## src/rtl/phy_tx_link_pkg.sv

```systemverilog
// Shared encodings and constants for the PHY transmit link-training sequencer.
package phy_tx_link_pkg;

  typedef enum logic [1:0] {
    RESET        = 2'b00,
    TRAIN        = 2'b01,
    ACTIVE       = 2'b10,
    RETRAIN_WAIT = 2'b11
  } state_e;

  localparam logic [7:0] COM_WORD_DEF  = 8'hBC;
  localparam logic [7:0] IDLE_WORD_DEF = 8'h7C;
  localparam int unsigned CNT_W        = 4;

endpackage

```

## src/rtl/phy_tx_consec_cnt.sv

```systemverilog
// Saturating consecutive-event counter: hit counts up, miss or clr zeroes it.
// reached flags the hit that completes LIMIT consecutive events (combinational, from the registered count).
module phy_tx_consec_cnt
  import phy_tx_link_pkg::*;
#(
  parameter int unsigned LIMIT = 4
) (
  input  logic clk,
  input  logic reset,
  input  logic hit,
  input  logic miss,
  input  logic clr,
  output logic reached
);

  localparam logic [CNT_W-1:0] LIM    = CNT_W'(LIMIT);
  localparam logic [CNT_W-1:0] LIM_M1 = CNT_W'(LIMIT - 1);

  logic [CNT_W-1:0] cnt_q, cnt_d;

  // reached must not depend on clr: the parent derives clr from the next state
  assign reached = hit && (cnt_q >= LIM_M1);

  always_comb begin
    cnt_d = cnt_q;
    if (clr) begin
      cnt_d = '0;
    end else if (hit) begin
      if (cnt_q >= LIM_M1) cnt_d = LIM;
      else                 cnt_d = cnt_q + 1'b1;
    end else if (miss) begin
      cnt_d = '0;
    end
  end

  always_ff @(posedge clk) begin
    if (reset) cnt_q <= '0;
    else       cnt_q <= cnt_d;
  end

endmodule

```

## src/rtl/phy_tx_link_ctrl.sv

```systemverilog
// Link-training/datapath sequencer for the PHY TX path; all outputs registered.
// Optional LINK_STATS_EN adds a saturating count of loss-triggered ACTIVE->TRAIN drops.
module phy_tx_link_ctrl
  import phy_tx_link_pkg::*;
#(
  parameter logic [7:0]  COM_WORD      = COM_WORD_DEF,
  parameter logic [7:0]  IDLE_WORD     = IDLE_WORD_DEF,
  parameter int unsigned LOCK_CNT      = 4,
  parameter int unsigned LOSS_CNT      = 3,
  parameter int unsigned TRAIN_TIMEOUT = 255
) (
  input  logic       clk_4f,
  input  logic       reset,
  input  logic       retrain,
  input  logic [7:0] data_in,
  input  logic       data_valid,
  input  logic [7:0] rx_word,
  input  logic       rx_valid,
  output logic [7:0] tx_word,
  output logic       tx_valid,
  output logic       active,
  output logic       link_up,
  output logic       train_timeout,
  output logic [1:0] state_o
`ifdef LINK_STATS_EN
  ,
  output logic [15:0] loss_events
`endif
);

  localparam logic [7:0] TMO_M1 = 8'(TRAIN_TIMEOUT - 1);

  state_e     state_q, state_d;
  logic [7:0] tmo_cnt_q, tmo_cnt_d;
  logic [7:0] tx_word_q, tx_word_d;
  logic       tx_valid_q, tx_valid_d;
  logic       active_q, active_d;
  logic       link_up_q, link_up_d;
  logic       train_timeout_q, train_timeout_d;

  logic in_train, in_active, retrain_train;
  logic lock_hit, lock_miss, lock_reached;
  logic loss_hit, loss_miss, loss_reached;
  logic tmo_hit, cnt_clr;

  assign in_train      = (state_q == TRAIN);
  assign in_active     = (state_q == ACTIVE);
  assign retrain_train = in_train && retrain;
  assign lock_hit      = in_train && rx_valid && (rx_word == COM_WORD);
  assign lock_miss     = in_train && !lock_hit;
  assign loss_hit      = in_active && !rx_valid;
  assign loss_miss     = in_active && rx_valid;
  assign tmo_hit       = in_train && !retrain && (tmo_cnt_q == TMO_M1);
  assign cnt_clr       = (state_d != state_q) || retrain_train;

  phy_tx_consec_cnt #(.LIMIT(LOCK_CNT)) u_lock_cnt (
    .clk     (clk_4f),
    .reset   (reset),
    .hit     (lock_hit),
    .miss    (lock_miss),
    .clr     (cnt_clr),
    .reached (lock_reached)
  );

  phy_tx_consec_cnt #(.LIMIT(LOSS_CNT)) u_loss_cnt (
    .clk     (clk_4f),
    .reset   (reset),
    .hit     (loss_hit),
    .miss    (loss_miss),
    .clr     (cnt_clr),
    .reached (loss_reached)
  );

  // Next state: retrain outranks loss, loss outranks lock
  always_comb begin
    state_d         = state_q;
    train_timeout_d = train_timeout_q;
    tmo_cnt_d       = tmo_cnt_q;
    unique case (state_q)
      RESET:        state_d = TRAIN;
      TRAIN:        if (!retrain && lock_reached) state_d = ACTIVE;
      ACTIVE: begin
        if (retrain)           state_d = RETRAIN_WAIT;
        else if (loss_reached) state_d = TRAIN;
      end
      RETRAIN_WAIT: if (!data_valid) state_d = TRAIN;
      default:      state_d = RESET;
    endcase

    if (tmo_hit) train_timeout_d = 1'b1;
    if (cnt_clr || tmo_hit) tmo_cnt_d = '0;
    else if (in_train)      tmo_cnt_d = tmo_cnt_q + 1'b1;
  end

  // Outputs are decoded from the next state so they line up with state_q
  always_comb begin
    tx_word_d  = IDLE_WORD;
    tx_valid_d = 1'b0;
    active_d   = 1'b0;
    link_up_d  = 1'b0;
    unique case (state_d)
      TRAIN: begin
        tx_word_d  = COM_WORD;
        tx_valid_d = 1'b1;
      end
      ACTIVE: begin
        tx_word_d  = data_valid ? data_in : IDLE_WORD;
        tx_valid_d = 1'b1;
        active_d   = 1'b1;
        link_up_d  = 1'b1;
      end
      RETRAIN_WAIT: tx_valid_d = 1'b1;
      default: ;
    endcase
  end

  always_ff @(posedge clk_4f) begin
    if (reset) begin
      state_q         <= RESET;
      tmo_cnt_q       <= '0;
      tx_word_q       <= IDLE_WORD;
      tx_valid_q      <= 1'b0;
      active_q        <= 1'b0;
      link_up_q       <= 1'b0;
      train_timeout_q <= 1'b0;
    end else begin
      state_q         <= state_d;
      tmo_cnt_q       <= tmo_cnt_d;
      tx_word_q       <= tx_word_d;
      tx_valid_q      <= tx_valid_d;
      active_q        <= active_d;
      link_up_q       <= link_up_d;
      train_timeout_q <= train_timeout_d;
    end
  end

  assign tx_word       = tx_word_q;
  assign tx_valid      = tx_valid_q;
  assign active        = active_q;
  assign link_up       = link_up_q;
  assign train_timeout = train_timeout_q;
  assign state_o       = state_q;

`ifdef LINK_STATS_EN
  logic [15:0] loss_events_q, loss_events_d;
  logic        loss_drop;

  assign loss_drop = in_active && !retrain && loss_reached;

  always_comb begin
    loss_events_d = loss_events_q;
    if (loss_drop && (loss_events_q != 16'hFFFF)) loss_events_d = loss_events_q + 16'd1;
  end

  always_ff @(posedge clk_4f) begin
    if (reset) loss_events_q <= '0;
    else       loss_events_q <= loss_events_d;
  end

  assign loss_events = loss_events_q;
`endif

endmodule

```

## config.mk

```make
export PLATFORM = sky130hd
export DESIGN_NAME = phy_tx_link_ctrl
export DESIGN_NICKNAME = d
export VERILOG_FILES = /design/src/rtl/phy_tx_link_pkg.sv /design/src/rtl/phy_tx_consec_cnt.sv /design/src/rtl/phy_tx_link_ctrl.sv
export SDC_FILE = /design/constraint.sdc
export NUM_CORES = 1
export LEC_CHECK = 0
export ABC_AREA = 1
export ABC_CLOCK_PERIOD_IN_PS = 2400
export BUFFER_PORTS_ARGS = -buffer_cell sky130_fd_sc_hd__buf_2
export CAP_MARGIN = 25
export CORE_MARGIN = 4
export CORE_UTILIZATION = 47
export DETAILED_ROUTE_END_ITERATION = 8
export PLACE_DENSITY = 0.75
export RECOVER_POWER = 100
export SLEW_MARGIN = 20
export SYNTH_ARGS = -nofsm -noshare
export SYNTH_HDL_FRONTEND = slang
export SYNTH_HIERARCHICAL = 1
export SYNTH_SLANG_ARGS = --single-unit
```

## constraint.sdc

```tcl
create_clock -name clk_4f -period 2.4 [get_ports clk_4f]
set_clock_uncertainty 0.1 [all_clocks]
set_input_delay 0.24 -clock clk_4f [delete_from_list [all_inputs] [get_ports clk_4f]]
set_output_delay 0.24 -clock clk_4f [all_outputs]
set_load 0.02 [all_outputs]
```

# Word level (Yosys, flattened, before mapping)
# Cells that the tools add are included.
# totals
reg_bits,29
input_bits,21
out_inout_bits,14
elab_cells,59
# op_classes
add_sub_neg,3
magnitude_cmp,2
n_eq_ne,9
muxes,15
n_reduce_logical,22
# op_table
op,n
4-bit two-way mux,6
"8-bit equality test, second input constant",2
8-bit case mux with 2 select lines,1
1-bit logical AND,11
"4-bit by 1-bit adder with 4-bit output, second input constant",2
"8-bit by 1-bit adder with 8-bit output, second input constant",1
"2-bit equality test, second input constant",4
"4-bit by 2-bit >= comparator with 1-bit output, second input constant",2
2-bit two-way mux,4
8-bit two-way mux,1
2-bit case mux with 4 select lines,1
"2-bit by 1-bit equality test with 1-bit output, second input constant",2
2-bit nonzero test,2
2-bit OR reduction,2
1-bit logical NOT,3
3-bit OR reduction,1
2-bit logical NOT,1
1-bit logical OR,2
1-bit two-way mux,2
2-bit inequality test,1

# Logic depth before layout (Yosys ltp)
# Gate-level depths: netlist of run 1.
# logic_depth
ltp_word,11
mapped_depth,16
mapped_depth_nobuf,16

# Hierarchy
# Netlist of run 1, hierarchy kept.
# modules_own_cells
module,n_inst,cells_each,area_each_um2,seq_area_each_um2
phy_tx_link_ctrl,1,138,1009.7,420.4
phy_tx_consec_cnt (u_lock_cnt),1,30,210.2,80.1
phy_tx_consec_cnt (u_loss_cnt),1,27,197.7,80.1

# Least setup slack after synthesis of run 1
# No wires, ideal clock.
# synth_path
path_type,register to register
start,reg state_q[0] (netlist: state_o[0])
end,reg tx_word_q[2] (netlist: tx_word[2])
setup_ns,0.132
arrival_time_ns,2.262
required_time_ns,2.168
slack_ns,-0.094
path_stages_with_launch,15
n_path_buf,0
period_less_slack_ns,2.494
path_cell_list,dfxtp_1 > inv_2 > nor2_4 > inv_2 > nor3b_1 > nand2_1 > inv_1 > nand2_1 > inv_1 > nand3_2 > o31ai_1 > inv_1 > ha_1 > nor3_1 > nand2_1
# synth_between
elab_chain_cells,9
elab_cells_between_ends,18
cone_classes,5 x eq/ne; 6 x mux; 7 x reduce/logical
# synth_lines
element,line_no,text
"start, declared",phy_tx_link_ctrl.sv:33,"state_e state_q, state_d;"
"start signal, assigned",phy_tx_link_ctrl.sv:127,state_q <= state_d;
2-bit by 1-bit equality test with 1-bit output *,phy_tx_link_ctrl.sv:46,assign in_train = (state_q == TRAIN);
1-bit logical AND * (2 in a row),phy_tx_link_ctrl.sv:49,assign lock_hit = in_train && rx_valid && (rx_word == COM_WORD);
net lock_hit,phy_tx_link_ctrl.sv:42,"logic lock_hit, lock_miss, lock_reached;"
1-bit logical AND *,phy_tx_consec_cnt.sv:22,assign reached = hit && (cnt_q >= LIM_M1);
net lock_reached,phy_tx_link_ctrl.sv:42,
1-bit logical AND *,phy_tx_link_ctrl.sv:81,TRAIN: if (!retrain && lock_reached) state_d = ACTIVE;
2-bit two-way mux *,phy_tx_link_ctrl.sv:81,
2-bit case mux with 4 select lines *,phy_tx_link_ctrl.sv:79,unique case (state_q)
net state_d[0],phy_tx_link_ctrl.sv:33,
2-bit equality test / 2-bit by 1-bit equality test with 1-bit output (equally long branches),phy_tx_link_ctrl.sv:101,unique case (state_d)
8-bit case mux with 2 select lines *,phy_tx_link_ctrl.sv:101,
"end signal, assigned",phy_tx_link_ctrl.sv:129,tx_word_q <= tx_word_d;
"end, declared",phy_tx_link_ctrl.sv:35,"logic [7:0] tx_word_q, tx_word_d;"
# The timed path passes the listed nets; every way through them passes the cells marked *.
# A chain may end at the register's enable or synchronous reset.

# Worst setup path in the final report of run 1
# layout_path
start,reg state_q[0] (netlist: state_o[0])
end,reg tx_word_q[5] (netlist: tx_word[5])
# The elaborated chain is that of the path after synthesis.

==> results.yml, run 1 <==
clocking:
  cts-htree-levels: 2
  cts_tree: "yes"
  clkTransAtPathRegs_ns: 0.10
  clockRootBuffer: "clkbuf_4"
  clockBufferDepth: 2
  insertion_delay_ns: 0.34
  clock_sinks: 29
  cts_inserted_buffers: 5
sta:
  hold_viol_final: 0
  fmax_ghz: 0.455
  worstMarginPinSlew_ns: 0.353
  slew_headroom_pct: 76.4
  min_period_ns: 2.20
  finalCritPeriodShare_pct: 91.5
  final.setup.tns_ns: 0
  finalSetupViolCount: 0
  setup_slack_ns: 0.203
  drv_slew: 0
  rsz0062_at_grt: "false"
grt:
  grt_max_degree: 12
  gr-max-usage-layer: "met2"
  grt_use_met3_pct: 5.40
  grt.overflow.total: 0
  met2_usage_pct: 23.2
  grtUsageMet1_pct: 16.4
  grt_pass1_vias: 1181
  grt.total_usage_pct: 15.0
  antenna_found_initial: 0
  grt_pass1_wl_um: 4660
detailed_routing:
  wl_per_cell_um: 10.0
  wirelength_um: 2730
  drtAntennaViolNets: 0
  drc: 0
  drt_first_pass_iters: 4
  drt-initial-drc-count: 13
  vias_per_cell: 4.65
  vias: 1265
placed_design:
  port_buffers: 34
  place_congestion: 0.826
  dp_cells: 263
  pre_cts_ws_ns: 0.180
  dp_hpwl_um: 2130
setup_path:
  crit_arrival_ns: 2.33
  crit_type: "flop to flop"
  critPathRequiredTime_ns: 2.54
  rr_startpoint: "state_o[0]"
  rrSetupSlack_ns: 0.20
  r2r_cells: 15
  regToRegEndpoint: "tx_word[5]"
  end_kind: "flop"
  crit_fanout: 6
  worst_setup_path_start_kind: "flop"
pwr:
  vdd_drop_max_uv: 385
  switching_share_pct: 22.5
  leakage_nw: 0.749
  p_per_area_nw_per_um2: 562
  p_seq_share_pct: 49.9
  pwr-share-clk_pct: 44.0
  finalPower_mw: 0.977
  comb_power_share_pct: 6.1
  p_sw_mw: 0.220
  p_int_mw: 0.757
final_layout:
  layout-drive-gt1-share_pct: 21.2
  syn_to_final_growth_pct: 22.5
  n_antenna_cell: 0
  instances_no_fill: 272
  final_util_pct: 61.4
  final_nets: 269
logic_synthesis:
  synth.avg_cell_area_um2: 7.27
  syn_inst: 195
  synthFlopType: "dfxtp_1"
  synth-seq-cells: 29
  yosysWarnings: 6
  yosysSeqAreaShare_pct: 41.0
  async_reset_ff_share_pct: 0
  synth_edf_count: 0
  synth_area_um2: 1420
  synth_fp_nets: 224
  synth_cell_types: 27
min_path:
  min_path_cells: 3
  hold_start: "data_in[1]"
  worstHoldEndpoint: "tx_word[1]"
  hold_class: "input pin to flop"
floorplan:
  pin_count: 35
  rows: 19
  fp.dieH_um: 62.9
  start_util_pct: 50.1
  die_w_um: 62.9
  coreArea_um2: 2830
  dieArea_um2: 3960
outcome:
  status: "finished clean"
job:
  cap_violations: 0
routing by layer:
layer	routed length (um)	part of all wire [%]	vias to the layer above
met4	105	3.8	0
met1	1260	46	531
li1	-	-	694
met3	158	5.8	10
met2	1210	44	30
met5	0	0	-
flip-flops by register name (all words and copies together), names as in the netlist:
signal and count:
tx_valid 1, train_timeout 1, link_up 1, tmo_cnt_q 8, u_loss_cnt/cnt_q 4, tx_word 8, u_lock_cnt/cnt_q 4, state_o 2
cells by family after synthesis:
family | after synthesis | share of synthesized area [%]
and+or+nand+nor | 105 | 33.4
buffers and inverters | 30 | 8.21
DFF | 29 | 41.0
AOI/OAI and AO/OA | 18 | 7.33
adders and majority gates | 8 | 7.06
xor gates and xnor gates | 5 | 3.09
cells in the final DEF, fill, tap and decap left out, types with 2 or more instances in the layout:
master and instances:
nor2_2 4, nand2_1 45, clkbuf_4 5, buf_4 5
inv_2 5, a21oi_1 9, nand3_1 6, nand3_2 2
nand4_1 3, nor2_1 37, nor2_4 2, buf_2 20
inv_1 21, ha_1 7, o21ai_0 7, dfxtp_1 28
clkinv_1 2, xnor2_1 4, clkbuf_1 14
worst max-delay path, stage by stage (launching register included):
cell	delay [ns]
dfxtp_2	0.36
inv_2	0.06
nor2_4	0.09
inv_2	0.07
nor3b_1	0.19
nand2_1	0.09
inv_1	0.07
nand2_1	0.07
inv_1	0.08
nand3_2	0.09
o31ai_1	0.08
buf_4	0.17
inv_1	0.04
ha_1	0.24
nor3_4	0.24
nand2_1	0.07
synthesized netlist by cell type, types with 2 or more instances:
library cell | number | area (um^2)
dfxtp_1 | 29 | 581
nor2_2 | 3 | 18.8
inv_1 | 21 | 78.8
o21ai_0 | 7 | 35.0
nand4_1 | 2 | 12.5
nand2_1 | 45 | 169
nand3_1 | 5 | 25.0
xnor2_1 | 4 | 35.0
inv_2 | 6 | 22.5
a21oi_1 | 8 | 40.0
nand3_2 | 3 | 30.0
nor2_4 | 2 | 22.5
nor3_1 | 2 | 10.0
ha_1 | 8 | 100
nor2_1 | 38 | 143
stage by stage:
step                hold slack [ns]  area, um^2
CTS                         0.00194        1760
detailed placement            0.327        1660
global placement              0.327        1660
floorplan                     0.261        1420
global route                 0.0171        1740
finish                       0.0140        1740
layout make-up:
class	count	area (um^2)
clock buffers	6	51.3
flip-flops and latches	29	582
repair buffers	40	200
multi-input cells	136	722
well taps	31	38.8
inverters	28	105
clock inverters	2	37.5
fillers	265	1090
power groups by stage:
stage	Clock (mW)	Sequential, mW	Combinational (mW)
4_1_cts	0.446	0.488	0.0627
3_3_place_gp	0	0.499	0.0613
3_5_place_dp	0	0.499	0.0609
5_1_grt	0.465	0.488	0.0685
6_report	0.429	0.488	0.0596
2_1_floorplan	0	0.503	0.0278
what timing repair did:
| action | in CTS | in global routing |
|---|---|---|
| buffers inserted | 0 | 0 |
| hold buffers | 1 | 0 |
| hold endpoints to repair | 1 | 0 |
| setup endpoints to repair | 0 | 7 |
| resized for setup | 0 | 3 |
how the worst max path moves through the flow:
stage | from | to | slack, ns
after floorplan | state_o[1] | tx_word[2] | 0.07
after global placement | u_loss_cnt/cnt_q[0] | tx_word[4] | 0.21
after detailed placement | state_o[0] | tx_word[4] | 0.18
after CTS | state_o[0] | tx_word[5] | 0.16
after global routing | state_o[0] | tx_word[4] | 0.02
final | state_o[0] | tx_word[5] | 0.20
(Power assumes the default switching activity.)
==> run 2, diff against run 1 <==
--- a/config.mk
+++ b/config.mk
@@ -10,9 +10,9 @@
 export BUFFER_PORTS_ARGS = -buffer_cell sky130_fd_sc_hd__buf_2
 export CAP_MARGIN = 25
 export CORE_MARGIN = 4
-export CORE_UTILIZATION = 47
+export CORE_UTILIZATION = 45
 export DETAILED_ROUTE_END_ITERATION = 8
-export PLACE_DENSITY = 0.75
+export PLACE_DENSITY = 0.72
 export RECOVER_POWER = 100
 export SLEW_MARGIN = 20
 export SYNTH_ARGS = -nofsm -noshare
==> results.yml, run 2 (synthesis results as in run 1) <==
outcome:
  status: "finished clean"
sta:
  finalSetupViolCount: 0
  holdWs_ns: 0.0169
  rsz0062_at_grt: "true"
  final.setup.tns_ns: 0
  worstMarginPinSlew_ns: 0.288
  drv_slew: 0
  hold_viol_final: 0
  finalCritPeriodShare_pct: 92.2
  fmax_ghz: 0.452
  min_period_ns: 2.21
  slew_headroom_pct: 80.6
pwr:
  vdd_drop_max_uv: 319
  p_per_area_nw_per_um2: 526
  leakage_nw: 0.760
final_layout:
  layout-drive-gt1-share_pct: 25.4
  final_nets: 269
  syn_to_final_growth_pct: 24.7
  n_antenna_cell: 0
  layout_common_cells: "nand2_1, nor2_1, dfxtp_1"
  instances_no_fill: 284
  final_common_cell: "nand2_1"
placed_design:
  dp_cells: 276
  dp_hpwl_um: 2150
  place_congestion: 0.847
  port_buffers: 34
min_path:
  hold_start: "data_in[1]"
  hold_class: "input pin to flop"
clocking:
  postCtsHoldBufs: 0
  cts-htree-levels: 2
  clockBufferDepth: 2
  cts_inserted_buffers: 5
  insertion_delay_ns: 0.33
  cts_tree: "yes"
  clock_sinks: 29
  clockRootBuffer: "clkbuf_4"
  clkTransAtPathRegs_ns: 0.09
detailed_routing:
  drt-initial-drc-count: 33
  drtAntennaViolNets: 0
  wirelength_um: 2790
  wl_per_cell_um: 9.81
  drc: 0
  drt_first_pass_iters: 4
  vias_per_cell: 4.52
  vias: 1283
grt:
  grt_pass1_vias: 1165
  antenna_found_initial: 0
  grt.overflow.total: 0
  grt_pass1_wl_um: 4690
  grt.total_usage_pct: 15.0
  grt_max_degree: 12
floorplan:
  die_w_um: 64.1
  rows: 20
  start_util_pct: 46.8
  dieArea_um2: 4110
  coreArea_um2: 3030
  fp.dieH_um: 64.1
  pin_count: 35
setup_path:
  crit_type: "flop to flop"
  end_kind: "flop"
  cp_top_family: "simple AND/OR/NAND/NOR gates"
  cpMostUsedCell: "inv_1"
  worst_setup_path_start_kind: "flop"
  startpoint: "state_o[0]"
  crit_arrival_ns: 2.34
  path_buf_inv: 6
  cpPeakStageDelay_ns: 0.35
  crit_fanout: 6
  rr_startpoint: "state_o[0]"
  crit_path_top_delay_cell: "dfxtp_2"
  cp_cell_sequence: "inv_2 > nor2_4 > inv_2 > nor3b_2 > nand2_1 > inv_1 > nand2_1 > inv_1 > nand3_2 > nand2_2 > inv_1 > ha_1 > inv_1 > nor3_4 > nand2_1"
  critPathRequiredTime_ns: 2.53
job:
  cap_violations: 0
run 2: cell types whose count changed in the layout (fill, tap and decap cells not counted), sizes merged:
cell,before,now
buf,25,28
clkbuf,20,17
dlygate4sd3,1,0
clkinvlp,1,0
inv,26,27
run 2: area by class of cell:
type / instances / area (um^2)
Clock inverter: 2 / 35.0
Tap cell: 44 / 55.1
Multi-Input combinational cell: 136 / 753
Fill cell: 314 / 1260
Clock buffer: 5 / 37.5
Sequential cell: 29 / 582
Inverter: 28 / 105
Timing Repair Buffer: 40 / 200
run 2: where the power goes:
group	leakage, nW	internal, mW	switching (mW)	total [mW]
clock network	0.0410	0.212	0.167	0.379
logic	0.483	0.0251	0.0380	0.0632
registers	0.235	0.485	0.00234	0.488
total	0.760	0.722	0.208	0.930
run 2: final timing paths:
path / end / slack (ns) / cells past startpoint
setup / recovery: tx_word[3] / 0.19 / 15
hold / removal: tx_word[1] / 0.02 / 3
setup reg to reg: tx_word[3] / 0.19 / 15
hold reg to reg: u_loss_cnt/cnt_q[3] / 0.34 / 2
run 2: timing repair:
item / in CTS / in global routing
endpoints found under the setup margin: 0 / 9
setup buffers: 0 / 1
resized for setup: 0 / 7
run 2: through the flow:
step                      area (um^2)  util [%]  worst slack [ns]  total power, mW
after floorplan                  1420         -            0.0716            0.531
after global placement           1680      55.3             0.219            0.560
after detailed placement         1680      55.3             0.137            0.560
after CTS                        1750      57.7             0.119            0.939
after global routing             1770      58.4           -0.0380            0.971
final                            1770      58.4             0.188            0.930
run 2: worst min-delay path: stages:
cell	delay, ns
buf_2	0.09
nand2_1	0.05
nor2_1	0.03
run 2: per-layer routing:
| layer | routed length, um | part of all wire (%) | GRT usage [%] |
|---|---|---|---|
| met5 | 0 | 0 | 0 |
| met4 | 58 | 2.1 | 7.12 |
| met3 | 158 | 5.7 | 6.68 |
| met2 | 1280 | 46 | 23.1 |
| met1 | 1290 | 46 | 17.7 |
